===== config.mk =====
export PLATFORM = sky130hd
export DESIGN_NAME = gcd_engine
export DESIGN_NICKNAME = d
export VERILOG_FILES = /design/src/rtl/gcd_pkg.sv /design/src/rtl/gcd_engine_dp.sv /design/src/rtl/gcd_engine.sv
export SDC_FILE = /design/constraint.sdc
export NUM_CORES = 1
export LEC_CHECK = 0
export ABC_CLOCK_PERIOD_IN_PS = 3150
export BUFFER_PORTS_ARGS = -buffer_cell sky130_fd_sc_hd__buf_4
export CORE_ASPECT_RATIO = 0.9
export CORE_UTILIZATION = 60
export CTS_CLUSTER_SIZE = 20
export DETAILED_ROUTE_END_ITERATION = 12
export GPL_ROUTABILITY_DRIVEN = 0
export MAX_ROUTING_LAYER = met4
export PLACE_DENSITY = 0.82
export SYNTH_ARGS = -nofsm -noshare
export SYNTH_HDL_FRONTEND = slang
export SYNTH_SLANG_ARGS = --single-unit

===== constraint.sdc =====
create_clock -name clk -period 3.15 [get_ports clk]
set_input_delay 0.1575 -clock clk [delete_from_list [all_inputs] [get_ports clk]]
set_output_delay 0.1575 -clock clk [all_outputs]
set_load 0.1 [all_outputs]

===== src/rtl/gcd_pkg.sv =====
// Shared types and constants for the GCD engine.
// Optional iteration counter: GCD_ITER_COUNT_EN.
package gcd_pkg;

  localparam int GCD_WIDTH = 16;

  typedef enum logic [1:0] {
    IDLE = 2'd0,
    CALC = 2'd1,
    DONE = 2'd2
  } state_t;

endpackage


===== src/rtl/gcd_engine_dp.sv =====
// GCD datapath: operand registers, compare, subtract, result.
// Optional iteration counter: GCD_ITER_COUNT_EN.
module gcd_engine_dp
  import gcd_pkg::*;
#(
  parameter int WIDTH = GCD_WIDTH
) (
  input  logic             clk,
  input  logic             rst,
  input  logic             load,
  input  logic             calc,
  input  logic [WIDTH-1:0] a_in,
  input  logic [WIDTH-1:0] b_in,
  output logic             fin,
  output logic [WIDTH-1:0] result
`ifdef GCD_ITER_COUNT_EN
  ,
  output logic [WIDTH-1:0] iter_count
`endif
);

  logic [WIDTH-1:0] a_q;
  logic [WIDTH-1:0] b_q;
  logic             zero;
  logic             eq_nz;
  logic             gt_nz;
  logic             sub;

  assign zero  = (a_q == '0) || (b_q == '0);
  assign eq_nz = !zero && (a_q == b_q);
  assign gt_nz = !zero && !eq_nz && (a_q > b_q);
  assign fin   = zero || eq_nz;
  assign sub   = calc && !fin;

  // Larger minus smaller only, so the difference never wraps.
  always_ff @(posedge clk) begin
    if (rst) begin
      a_q    <= '0;
      b_q    <= '0;
      result <= '0;
    end else if (load) begin
      a_q <= a_in;
      b_q <= b_in;
    end else if (calc) begin
      unique case (1'b1)
        zero:    result <= a_q | b_q;
        eq_nz:   result <= a_q;
        gt_nz:   a_q    <= a_q - b_q;
        default: b_q    <= b_q - a_q;
      endcase
    end
  end

`ifdef GCD_ITER_COUNT_EN
  always_ff @(posedge clk) begin
    if (rst || load) begin
      iter_count <= '0;
    end else if (sub) begin
      iter_count <= iter_count + 1'b1;
    end
  end
`else
  logic unused_sub;
  assign unused_sub = sub;
`endif

endmodule


===== src/rtl/gcd_engine.sv =====
// Subtractive GCD engine: IDLE/CALC/DONE control around a datapath.
// Optional iteration counter: GCD_ITER_COUNT_EN.
module gcd_engine
  import gcd_pkg::*;
#(
  parameter int WIDTH = GCD_WIDTH
) (
  input  logic             clk,
  input  logic             rst,
  input  logic             start,
  input  logic [WIDTH-1:0] a_in,
  input  logic [WIDTH-1:0] b_in,
  output logic             busy,
  output logic             done,
  output logic [WIDTH-1:0] result
`ifdef GCD_ITER_COUNT_EN
  ,
  output logic [WIDTH-1:0] iter_count
`endif
);

  state_t state_q;
  logic   load;
  logic   calc;
  logic   fin;

  assign load = (state_q == IDLE) && start;
  assign calc = (state_q == CALC);
  assign busy = (state_q == CALC) || (state_q == DONE);

  // done is registered, so it pulses the cycle after DONE.
  always_ff @(posedge clk) begin
    if (rst) begin
      state_q <= IDLE;
      done    <= 1'b0;
    end else begin
      done <= (state_q == DONE);
      unique case (state_q)
        IDLE:    if (start) state_q <= CALC;
        CALC:    if (fin) state_q <= DONE;
        DONE:    state_q <= IDLE;
        default: state_q <= IDLE;
      endcase
    end
  end

  gcd_engine_dp #(
    .WIDTH(WIDTH)
  ) u_dp (
    .clk       (clk),
    .rst       (rst),
    .load      (load),
    .calc      (calc),
    .a_in      (a_in),
    .b_in      (b_in),
    .fin       (fin),
    .result    (result)
`ifdef GCD_ITER_COUNT_EN
    ,
    .iter_count(iter_count)
`endif
  );

endmodule


==> impl_metrics.ini <==
[clock_network]
h-tree-depth = 2
clock_sinks = 51
clock_latency_ps = 320
cts_hold_buf = 0
clk_root_buffer_cell = clkbuf_8
cts_buffers = 5
clk_path_buf_depth = 2
cts_tree = yes
clk_pin_slew_ps = 110

[synthesis]
ys_seq_area_share_pct = 22.9
avgSynthCellArea_um2 = 7.85
syn-instance-count = 569
synth_edf_count = 0
synth.top_cell.area_share_pct = 22.9
syn_nets = 657
yosysTopAreaCell = dfxtp_1
yosys_most_used_dff = dfxtp_1
async_flop_share_pct = 0
synth_cell_types = 58
netlist_area_mm2 = 0.00447
ys_ff_latch = 51
yosysWarnings = 0
synthTopCellsByArea = dfxtp_1, ha_1, a21oi_1

[layout]
layout.cells.most_common = buf_4
diodes = 0
areaGrowthSynthToFinish_pct = 15.4
drive_gt1_share_pct = 18.6
multi_input_area_mm2 = 0.00309
final_cell_mix = buf_4, ha_1, dfxtp_1
num-nets-final = 710
fin_area_mm2 = 0.00515
seqCellArea_mm2 = 0.00102
stdcell_count = 716
fillers = 580

[placed_design]
hpwl_um = 10900
placed_area_mm2 = 0.00502
dp_cells = 705
port_buffers = 52

[worst_setup_path]
cpPeakStageDelay_ps = 490
critPathMaxFanout = 14
cp_top_family = compound AO/OA/AOI/OAI gates
start_kind = flip-flop
crit_chain = inv_1 > ha_1 > inv_1 > a311oi_2 > nand2b_1 > o31a_1 > buf_12 > or4_1 > o311ai_1
critPathKind = flip-flop to flip-flop
worstPathRequired_ps = 3370
cpMostUsedCell = inv_1
endpoint_kind = flip-flop
crit_slowest_cell = ha_1
path_buf_inv = 3
crit_arrival_ps = 3240

[global_routing]
grt.overflow.total = 0
grt_pass1_vias = 4497
grt_pass1_wl_um = 22700
grt_start_max_net_pins = 33
track_usage_pct = 38.4
antenna_found_initial = 0

[sta]
max-slew-margin-rel_pct = 43.8
setup_viol = 0
drv_slew = 0
min_period_over_period_pct = 95.7
period_needed_ps = 3020
fin_worst_skew_ps = 11.5
hold_slack_ps = 32.0
tightestPinTransition_ps = 844
fmax_mhz = 332
final.setup.tns_ps = 0
final_hold_viol_count = 0
rsz0062_at_grt = false

[die]
ios = 53
row_count = 29
dieWidth_um = 92.9
core_area_mm2 = 0.00711
initial_core_util_pct = 62.8
die-area_mm2 = 0.00779
die_h_um = 83.8

[drt]
drt-initial-drc-count = 596
vias = 4751
routedWlPerCell_um = 19.9
via_per_inst = 6.64
routed_wl_um = 14200
drt-pass1-iter-count = 5
route.antenna.remaining_nets = 0
drc = 0

[hold_path]
hold_path.class = input port to flip-flop

[job]
cap_viol_max_count = 0

[run_status]
outcome = finished, final reports clean
==> worst paths after layout <==
check	startpoint	slack (ps)	depth (start not counted)	end
hold reg to reg	u_dp.result[1]	460	2	u_dp.result[1]
setup reg to reg	u_dp.b_q[14]	130	9	u_dp.b_q[1]
hold / removal	a_in[12]	30	3	u_dp.a_q[12]
setup / recovery	u_dp.b_q[14]	130	9	u_dp.b_q[1]
==> state kept, by name, summed over array words and instances, names as in the netlist <==
signal,flops
done,1
state_q,2
u_dp.a_q,16
u_dp.b_q,16
u_dp.result,16
==> per-layer routing <==
metal  wire (um)  GRT usage, %  share of wire, %  up-vias
met2        6390          59.1                45      319
met3        1390          6.47               9.8       76
met5           0             -                 0        -
met4         762          19.7               5.4        0
li1            -             -                 -     2180
met1        5660          48.2                40     2176
==> worst reg2reg max path, cell delays in order, from the launching register on <==
cell	delay, ps
dfxtp_1	480
inv_1	120
ha_1	490
inv_1	190
a311oi_2	410
nand2b_1	170
o31a_1	360
buf_12	180
or4_1	420
o311ai_1	100
==> final cells by class <==
cell class	instances	share of cell area, %
clock buffer	6	1.60
clock inverter	2	0.316
inverter	49	3.57
multi-input combinational	433	60.0
sequential	51	19.8
tap	93	2.26
timing repair buffer	82	12.4
==> kinds of logic after synthesis <==
kind of cell / count (synthesis) / share of synthesized area (%)
xor+xnor: 19 / 3.73
simple gates: 192 / 21.5
buf+inv: 85 / 8.29
fa+ha+maj: 53 / 15.2
flops: 51 / 22.9
compound gates: 169 / 28.4
==> through the flow <==
stage,setup slack (ps),utilization [%]
6_report,134,72.4
4_1_cts,158,72.0
5_1_grt,6.15,72.4
3_3_place_gp,229,70.6
2_1_floorplan,731,-
3_5_place_dp,177,70.6
==> synthesized netlist by cell type, drive strengths merged, types with 5 or more instances <==
library cell	count
dfxtp	51
ha	51
nand2	50
inv	49
nor2	46
a21oi	43
buf	23
nor4	20
o21ai	20
o211ai	17
xnor2	17
a211o	16
o311ai	16
nand4	14
clkbuf	13
nor2b	12
nor3	12
nand3	11
a211oi	7
o2111ai	7
o31ai	7
or2	7
nand2b	6
o31a	5
==> what timing repair did <==
action                                  in CTS  in global routing
gates resized for setup                      0                  2
endpoints found under the setup margin       0                 17
setup buffers                                0                  3
Power is left out: the tool's default activity adds up to more than one toggle a clock period on the data nets, which glitch-free logic cannot reach.
